`src/rtl/stp_frame_ctrl.sv`:
```
// stp_frame_ctrl: loads samples into a serial-to-parallel register and holds the frame until the FFT core consumes it.
module stp_frame_ctrl #(
   parameter int N_SAMPLES = 48,
   parameter int DATA_W    = 16
) (
   input  logic              clk,
   input  logic              n_rst,
   input  logic              en,
   input  logic              sample_valid,
   input  logic [DATA_W-1:0] sample_in,
   output logic              sample_ready,
   output logic              shift_en,
   output logic [DATA_W-1:0] shift_data,
   output logic              frame_valid,
   input  logic              frame_ready,
   output logic              overrun,
   input  logic              ovr_clr,
   output logic [7:0]        frame_cnt
);
   localparam int CW = N_SAMPLES > 1 ? $clog2(N_SAMPLES) : 1;
   localparam logic [CW-1:0] LAST = CW'(N_SAMPLES - 1);
   typedef enum logic [1:0] {IDLE, LOAD, HOLD} state_t;
   state_t state_q, state_d;
   logic [CW-1:0] count_q, count_d;
   logic shift_en_q, frame_valid_q, frame_valid_d, overrun_q, overrun_d;
   logic [DATA_W-1:0] shift_data_q, shift_data_d;
   logic [7:0] frame_cnt_q, frame_cnt_d;
   logic accept, consume;
   assign sample_ready = (state_q == LOAD) && en;
   assign accept       = sample_valid && sample_ready;
   assign consume      = frame_valid_q && frame_ready;
   assign shift_en     = shift_en_q;
   assign shift_data   = shift_data_q;
   assign frame_valid  = frame_valid_q;
   assign overrun      = overrun_q;
   assign frame_cnt    = frame_cnt_q;
   always_comb begin
      state_d       = state_q;
      count_d       = count_q;
      shift_data_d  = accept ? sample_in : shift_data_q;
      // the only shift pulse seen in HOLD is the final sample, so the frame becomes valid as it is captured
      frame_valid_d = (state_q == HOLD && shift_en_q) || (frame_valid_q && !frame_ready);
      overrun_d     = (sample_valid && frame_valid_q) || (overrun_q && !ovr_clr);
      frame_cnt_d   = frame_cnt_q + 8'(consume);
      case (state_q)
         IDLE: state_d = en ? LOAD : IDLE;
         LOAD: begin
            if (!en) begin
               state_d = IDLE;
               count_d = '0;
            end else if (accept) begin
               state_d = (count_q == LAST) ? HOLD : LOAD;
               count_d = (count_q == LAST) ? '0 : count_q + 1'b1;
            end
         end
         HOLD: state_d = consume ? (en ? LOAD : IDLE) : HOLD;
         default: state_d = IDLE;
      endcase
   end
   always_ff @(posedge clk or negedge n_rst) begin
      if (!n_rst) begin
         state_q       <= IDLE;
         count_q       <= '0;
         shift_en_q    <= 1'b0;
         shift_data_q  <= '0;
         frame_valid_q <= 1'b0;
         overrun_q     <= 1'b0;
         frame_cnt_q   <= '0;
      end else begin
         state_q       <= state_d;
         count_q       <= count_d;
         shift_en_q    <= accept;
         shift_data_q  <= shift_data_d;
         frame_valid_q <= frame_valid_d;
         overrun_q     <= overrun_d;
         frame_cnt_q   <= frame_cnt_d;
      end
   end
endmodule

```
`config.mk`:
```
export PLATFORM = sky130hd
export DESIGN_NAME = stp_frame_ctrl
export DESIGN_NICKNAME = d
export VERILOG_FILES = /design/src/rtl/stp_frame_ctrl.sv
export SDC_FILE = /design/constraint.sdc
export NUM_CORES = 1
export LEC_CHECK = 0
export BUFFER_PORTS_ARGS = -buffer_cell sky130_fd_sc_hd__buf_2
export CORE_MARGIN = 2
export CORE_UTILIZATION = 46
export CTS_BUF_LIST = sky130_fd_sc_hd__clkbuf_4
export CTS_CLUSTER_DIAMETER = 40
export CTS_CLUSTER_SIZE = 12
export DETAILED_ROUTE_END_ITERATION = 10
export PLACE_DENSITY = 0.77
export SYNTH_ARGS = -nofsm -noshare
export SYNTH_HDL_FRONTEND = slang
export SYNTH_SLANG_ARGS = --single-unit
```
`constraint.sdc`:
```
create_clock -name clk -period 1.7 [get_ports clk]
set_clock_uncertainty 0.2 [all_clocks]
set_input_delay 0.17 -clock clk [delete_from_list [all_inputs] [get_ports clk]]
set_output_delay 0.17 -clock clk [all_outputs]
set_load 0.05 [all_outputs]
```
=== Yosys cells after proc, flatten, opt, wreduce, memory -nomap -nowiden ===
Cells that the tools add are included.

* $add $sub $neg: 2
* Equality and inequality tests: 5
* Multiplexer cells: 9
* Reduce and logical (&&, ||, !) cells: 13

{| class="wikitable"
|+ Operator list
! kind !! number
|-
| 6-bit two-way mux || 3
|-
| 8-bit by 1-bit adder with 8-bit output || 1
|-
| 2-bit two-way mux || 4
|-
| 1-bit logical AND || 7
|-
| 6-bit by 1-bit adder with 6-bit output, second input constant || 1
|-
| 6-bit equality test, second input constant || 1
|-
| 2-bit case mux with 3 select lines || 1
|-
| 3-bit != test, second input constant || 1
|-
| 2-bit by 1-bit equality test with 1-bit output, second input constant || 1
|-
| 2-bit equality test, second input constant || 1
|-
| 1-bit logical NOT || 2
|-
| 2-bit logical NOT || 1
|-
| 1-bit logical OR || 2
|-
| 2-bit by 1-bit != test with 1-bit output, second input constant || 1
|-
| 2-bit AND reduction || 1
|-
| 1-bit two-way mux || 1
|}

* Flip-flop bits (word level): 35
* Bits of input ports: 22
* Output and inout port bits: 28

=== Longest topological paths before layout ===
Gate-level depths: netlist (run 1).

* Depth after elaboration: 6
* Mapped depth: 7
* Mapped depth without buffers: 6

=== Worst setup path after synthesis (run 1) ===
OpenSTA, ideal clock, no wires.

* Path kind: flip-flop to flip-flop
* Start point: reg frame_valid_q (netlist: frame_valid)
* End point: reg frame_cnt_q[5] (netlist: frame_cnt[5])
* Setup time: 0.141 ns
* Data arrival time: 1.439 ns
* Data required time: 1.359 ns
* Slack: -0.080 ns
* Cell stages (with the launch flop): 7
* Period minus slack after synthesis: 1.780 ns
* Cell sequence: dfrtp_1 > nand2_1 > inv_1 > ha_1 > and3_1 > nand3_1 > xnor2_1

* Longest elaborated chain between the ends: 2

{| class="wikitable"
|+ RTL lines
! what !! RTL line !! RTL
|-
| from (decl) || 25 || <nowiki>logic shift_en_q, frame_valid_q, frame_valid_d, overrun_q, overrun_d;</nowiki>
|-
| from (signal assigned) || 74 || <nowiki>frame_valid_q <= frame_valid_d;</nowiki>
|-
| 1-bit logical AND || 31 || <nowiki>assign consume = frame_valid_q && frame_ready;</nowiki>
|-
| 8-bit by 1-bit adder with 8-bit output || 44 || <nowiki>frame_cnt_d = frame_cnt_q + 8'(consume);</nowiki>
|-
| named net frame_cnt_d[5] || 27 || <nowiki>logic [7:0] frame_cnt_q, frame_cnt_d;</nowiki>
|-
| to (signal assigned) || 76 || <nowiki>frame_cnt_q <= frame_cnt_d;</nowiki>
|-
| to (decl) || 27 ||
|}

The timed path passes the listed nets, and every way through them passes these cells.
A chain may end at the register's enable or synchronous reset.

=== Worst setup path after layout (run 1) ===
* Start point: reg count_q[1]
* End point: reg count_q[3]

* Longest elaborated chain between the ends: 4
* Elaborated cells on any way between the ends: 5
* Classes of those cells: add/sub (1); eq/ne (1); mux (3)

{| class="wikitable"
|+ RTL lines
! what !! RTL line !! RTL
|-
| from (decl) || 24 || <nowiki>logic [CW-1:0] count_q, count_d;</nowiki>
|-
| from (signal assigned) || 71 || <nowiki>count_q <= count_d;</nowiki>
|-
| 6-bit by 1-bit adder with 6-bit output or 6-bit equality test (tied branches) || 53 || <nowiki>count_d = (count_q == LAST) ? '0 : count_q + 1'b1;</nowiki>
|-
| 6-bit two-way mux (*) || 53 ||
|-
| 6-bit two-way mux (*) || 51 || <nowiki>end else if (accept) begin</nowiki>
|-
| 6-bit two-way mux (*) || 48 || <nowiki>if (!en) begin</nowiki>
|}

Mark *: on every way between the ends. The rest lies on a longest branch, timed or not. The select of a mux whose other input is x is not followed.

==> results of run 1 <==
[sequential cells by signal, indices dropped and copies added, names as in the netlist]
signal,flops
count_q,6
frame_cnt,8
frame_valid,1
overrun,1
shift_data,16
shift_en,1
state_q,2
[path summary, 6_finish.rpt]
check	end	slack, ps
max in group asynchronous	shift_en	810
hold reg to reg	frame_cnt[7]	270
min in group clk	frame_cnt[7]	270
hold / removal	frame_valid	20
setup reg to reg	count_q[3]	80
setup / recovery	count_q[3]	80
[cell type report]
type / count / area, um2 / share of cell area
inverter: 7 / 28.8 / 0.0138
tap: 44 / 55.1 / 0.0264
multi-input combinational: 100 / 552 / 0.265
timing repair buffer: 77 / 517 / 0.248
clock buffer: 7 / 52.6 / 0.0252
sequential: 35 / 877 / 0.421
[cells by family (layout without fill, tap and decap cells)]
family | Yosys count | count (layout) | share of synthesized area
AND/OR/NAND/NOR | 74 | 74 | 0.222
buffers and inverters | 10 | 91 | 0.0429
adder cells (fa/ha/maj) | 3 | 3 | 0.0253
flip-flops | 35 | 35 | 0.589
AO/OA/AOI/OAI | 17 | 17 | 0.0850
XOR/XNOR | 6 | 6 | 0.0354
[synth_stat cells (all sizes together)]
| cell type | n | area share |
|---|---|---|
| nor3 | 1 | 0.0034 |
| a21oi | 2 | 0.0067 |
| o211ai | 1 | 0.0084 |
| a22o | 4 | 0.024 |
| nand3 | 8 | 0.027 |
| a21o | 1 | 0.0051 |
| o21ai | 4 | 0.013 |
| a211o | 1 | 0.0059 |
| or2 | 1 | 0.0042 |
| and3b | 1 | 0.0084 |
| ha | 3 | 0.025 |
| o31ai | 2 | 0.010 |
| nor2 | 1 | 0.0025 |
| xnor2 | 4 | 0.024 |
| xor2 | 2 | 0.012 |
| nand3b | 1 | 0.0051 |
| and4b | 1 | 0.0067 |
| nand2 | 55 | 0.14 |
| o32ai | 1 | 0.0059 |
| dfrtp | 35 | 0.59 |
| a31o | 1 | 0.0059 |
| and3 | 3 | 0.013 |
| nand2b | 2 | 0.0084 |
| buf | 3 | 0.024 |
| inv | 7 | 0.019 |
[power groups by stage]
stage,logic (mW),registers (mW),clock network [mW]
final,0.586,1.01,0.423
after global routing,0.628,1.03,0.488
after CTS,0.581,1.01,0.443
after detailed placement,0.545,1.02,0
after global placement,0.529,1.02,0
after floorplan,0.136,1.27,0
[metrics by stage]
stage | area, um2 | power (mW) | hold WS, ps | setup slack [ps]
6_report | 2080 | 2.02 | 22.4 | 79.5
5_1_grt | 2080 | 2.14 | 10.3 | 3.55
4_1_cts | 2050 | 2.03 | 0.104 | 35.6
3_5_place_dp | 1780 | 1.57 | -169 | 41.9
3_3_place_gp | 1780 | 1.55 | -168 | 105
2_1_floorplan | 1490 | 1.41 | -326 | 65.7
[routing by layer]
metal	vias up	routed length, um
met1	587	1360
met2	47	1610
met3	2	215
met4	0	14
li1	637	-
met5	-	0
[what timing repair did]
| action | CTS | global route |
|---|---|---|
| endpoints found under the setup margin | 1 | 3 |
| endpoints found under the hold margin | 58 | 0 |
| pin swaps | 0 | 2 |
| gates resized for setup | 1 | 3 |
| hold buffers | 22 | 0 |
| buffers inserted | 0 | 3 |
==> reports/metrics.yaml, run 1 <==
clock_tree:
  tritoncts_clock_tree: "done"
  cts_num_sinks: 35
  cts-buffers-inserted: 5
  clock_tree.root_cell: "sky130_fd_sc_hd__clkbuf_4"
  htreeDepth: 2
  cts.clk_slew.worst_paths_ps: 90
  clk_latency_ps: 320
  ctsLongestPathBuffers: 2
sta:
  setup_viol: 0
  fmax_ghz: 0.617
  slew_headroom: 0.728
  min_period_over_period: 0.953
  hold_viol: 0
  timing.final.crit_period_ps: 1620
  rsz0062_at_grt: "false"
  worst_slew_pin_slew_ps: 407
  final-max-slew-violation-count: 0
  tns_ps: 0
finish:
  drive_gt1_frac: 0.305
  final_core_area_utilization: 0.682
  syn_to_final_growth_pct: 40.1
  finalNetCount: 251
  most_common_cell_after_layout_fill_and_taps_aside: "sky130_fd_sc_hd__nand2_1"
  layout_common_cells: "sky130_fd_sc_hd__nand2_1 (53), sky130_fd_sc_hd__buf_2 (48), sky130_fd_sc_hd__dfrtp_1 (34)"
  finish.cell_count_without_fillers: 270
  diodes: 0
  fill_cells: 261
power:
  power_density_nw_per_um2: 970
  combinationalPowerShare: 0.290
  total_switching_power_uw: 719
  ir_worst_vdd_uv: 558
  cellInternalPower_mw: 1.30
  p_seq_frac: 0.500
  power_switching_share: 0.356
  clock_power_share: 0.209
  leakagePower_nw: 1.15
setup_path:
  worst_path_max_delay_cell: "sky130_fd_sc_hd__dfrtp_1"
  critPathArrivalTime_ps: 1690
  timing.rr.start: "count_q[1]"
  crit_cells: 5
  critical_path_required_ps: 1770
  endpoint_kind: "flop"
  crit_chain: "ha_2, and4b_1, a211o_1, o31ai_1, a22o_1"
  setup.worst_path.start: "count_q[1]"
  r2r.worst_path.cells: 5
  cp_max_fo: 4
  crit_type: "flop to flop"
  critPathLaunchType: "flop"
  worst_path_dominant_cell_family: "compound AO/OA/AOI/OAI gates"
  critPathMaxStageDelay_ps: 410
  critPathBufInv: 0
yosys:
  synth_seq_cells: 35
  postSynthCellCount: 145
  avgSynthCellArea_um2: 10.3
  ys_seq_area_frac: 0.589
  synth.net_count: 170
  syn-cell-area_um2: 1490
  yosysWarnings: 0
  synth.distinct_cells: 29
detailed_routing:
  postRouteAntennaNets: 0
  drc_errors: 0
  wl_per_cell_um: 11.8
  vias: 1273
  drt-total-wl_um: 3200
  dr.first_iter.drc_count: 45
  avgViaCountPerCell: 4.71
  router_iterations_before_antenna_repair: 4
grt:
  groute.layer.met3.usage: 0.0704
  grt_pass1_vias: 1267
  gr-max-usage-layer: "met2"
  grt_pass1_wl_um: 5180
  grt_max_degree: 21
  antenna_violations_before_repair: 0
  met1_usage: 0.229
  grt_use_total: 0.195
  globalRoute.totalOverflow: 0
  grtUsageMet2: 0.332
floorplanning:
  dieWidth_um: 60.8
  die_h_um: 60.8
  dieArea_um2: 3700
  num_rows: 20
  start_util: 0.487
  core-area_um2: 3050
  design.portCount: 50
placement:
  place_inst: 238
  routability_congestion: 0.868
  place_hpwl_um: 2200
  portBuffers: 49
worst_hold_path:
  timing.hold.worst.class: "input pin to async pin"
flow_run:
  max_cap_violations: 0
status:
  outcome: "completed"
(Power assumes the default switching activity.)
==> run 2, diff against run 1 <==
Settings changed: REMOVE_ABC_BUFFERS from default to 1.
==> run 2 against run 1 <==
Effect of this change: combinational power increased by 2%; highest routed layer unchanged; setup slack got worse by 12 ps; clock-buffer cell count decreased by 1; critical path type is now flop to output port.
==> reports/metrics.yaml, run 2 (synthesized netlist as in run 1, its figures left out) <==
clock_tree:
  ctsLongestPathBuffers: 2
  cts.clk_slew.worst_paths_ps: 100
  clock_tree.root_cell: "sky130_fd_sc_hd__clkbuf_4"
  htreeDepth: 2
  tritoncts_clock_tree: "done"
  cts_num_sinks: 35
  cts-buffers-inserted: 5
  clk_latency_ps: 330
power:
  power_density_nw_per_um2: 1020
  combinationalPowerShare: 0.272
  power_switching_share: 0.344
  leakagePower_nw: 1.17
  cellInternalPower_mw: 1.44
  total_switching_power_uw: 753
  clock_power_share: 0.262
  p_seq_frac: 0.466
  ir_worst_vdd_uv: 760
status:
  outcome: "completed"
detailed_routing:
  vias: 1306
  wl_per_cell_um: 12.6
  drt-total-wl_um: 3390
  dr.first_iter.drc_count: 41
  avgViaCountPerCell: 4.84
  drc_errors: 0
  router_iterations_before_antenna_repair: 4
  postRouteAntennaNets: 0
grt:
  grt_pass1_vias: 1222
  globalRoute.totalOverflow: 0
  grt_max_degree: 20
  grt_use_total: 0.201
  grt_pass1_wl_um: 5350
  antenna_violations_before_repair: 0
floorplanning:
  num_rows: 20
  core-area_um2: 3050
  dieArea_um2: 3700
  dieWidth_um: 60.8
  die_h_um: 60.8
  design.portCount: 50
  start_util: 0.487
placement:
  detailed_place.area_um2: 1790
  routability_congestion: 0.748
  preCtsSetupSlack_ps: 49.4
  place_hpwl_um: 2230
  portBuffers: 49
sta:
  timing.final.crit_period_ps: 1630
  slew_headroom: 0.732
  fin_hold_ws_ps: 92.5
  fmax_ghz: 0.613
  hold_viol: 0
  min_period_over_period: 0.960
  worst_slew_pin_slew_ps: 401
  rsz0062_at_grt: "false"
  final-max-slew-violation-count: 0
  setup_viol: 0
  finalWorstSetupSlack_ps: 67.4
finish:
  most_common_cell_after_layout_fill_and_taps_aside: "sky130_fd_sc_hd__nand2_1"
  diodes: 0
  final_cell_area_um2: 2140
  drive_gt1_frac: 0.319
  syn_to_final_growth_pct: 44.2
  max_ffs_per_register: 16
  layout_common_cells: "sky130_fd_sc_hd__nand2_1 (53), sky130_fd_sc_hd__buf_2 (48), sky130_fd_sc_hd__dfrtp_1 (34)"
  finalNetCount: 251
flow_run:
  max_cap_violations: 0
setup_path:
  worst_path_max_delay_cell: "sky130_fd_sc_hd__dfrtp_1"
  critPathMaxStageDelay_ps: 420
  crit_chain: "and3b_4, buf_4"
  critPathArrivalTime_ps: 1260
  rrSetupSlack_ps: 100
  crit_type: "flop to output port"
  critical_path_required_ps: 1330
  cp_max_fo: 4
  endpoint_kind: "output port"
  critPathLaunchType: "flop"
worst_hold_path:
  timing.hold.worst.class: "input pin to async pin"
-- run 2: cell count changes in the layout (fill, tap and decap cells not counted), sizes merged --
cell,previous run,this run
clkbuf,7,6
bufinv,0,1
-- run 2: through the flow --
step,util,setup TNS [ps],power [mW],cells
after global placement,0.585,0,1.55,238
after floorplan,-,-287,1.40,142
after detailed placement,0.585,0,1.57,238
final,0.702,0,2.19,270
after CTS,0.683,0,2.19,267
after global routing,0.702,0,2.31,270
-- run 2: final cells by class --
class / count / area (um2)
Timing Repair Buffer: 77 / 526
Multi-Input combinational cell: 100 / 582
Inverter: 7 / 28.8
Clock inverter: 1 / 30.0
Fill cell: 242 / 910
Clock buffer: 6 / 45.0
Sequential cell: 35 / 877
Tap cell: 44 / 55.1
-- run 2: per-layer routing --
metal  global-route usage  wire (um)
met3               0.0725        244
met2                0.336       1680
met5                    0          0
met1                0.241       1450
met4               0.0714         14
-- run 2: final timing paths --
check / start / cells past startpoint / endpoint
min in group clk: frame_cnt[7] / 1 / frame_cnt[7]
worst min register to register: frame_cnt[7] / 1 / frame_cnt[7]
worst max register to register: count_q[0] / 5 / count_q[5]
worst min-delay path: n_rst / 2 / shift_data[12]
max in group asynchronous: n_rst / 3 / count_q[5]
worst max-delay path: state_q[1] / 2 / sample_ready
-- run 2: power groups by stage --
stage / clock [mW] / combinational (mW) / sequential (mW)
2_1_floorplan: 0 / 0.129 / 1.27
3_3_place_gp: 0 / 0.532 / 1.02
3_5_place_dp: 0 / 0.548 / 1.02
4_1_cts: 0.596 / 0.583 / 1.01
5_1_grt: 0.636 / 0.642 / 1.03
6_report: 0.575 / 0.597 / 1.02
-- run 2: critical path, delay by kind of cell (launching register included) --
family | cells | cell delay, ps
flops | 1 | 420
simple gates | 1 | 320
buf+inv | 1 | 200
-- run 2: what timing repair did --
action,4_1_cts,5_1_grt
hold buffers,22,0
buffers inserted,0,3
endpoints found under the setup margin,1,3
gates resized for setup,1,8
endpoints found under the hold margin,58,0
pin swaps,0,6
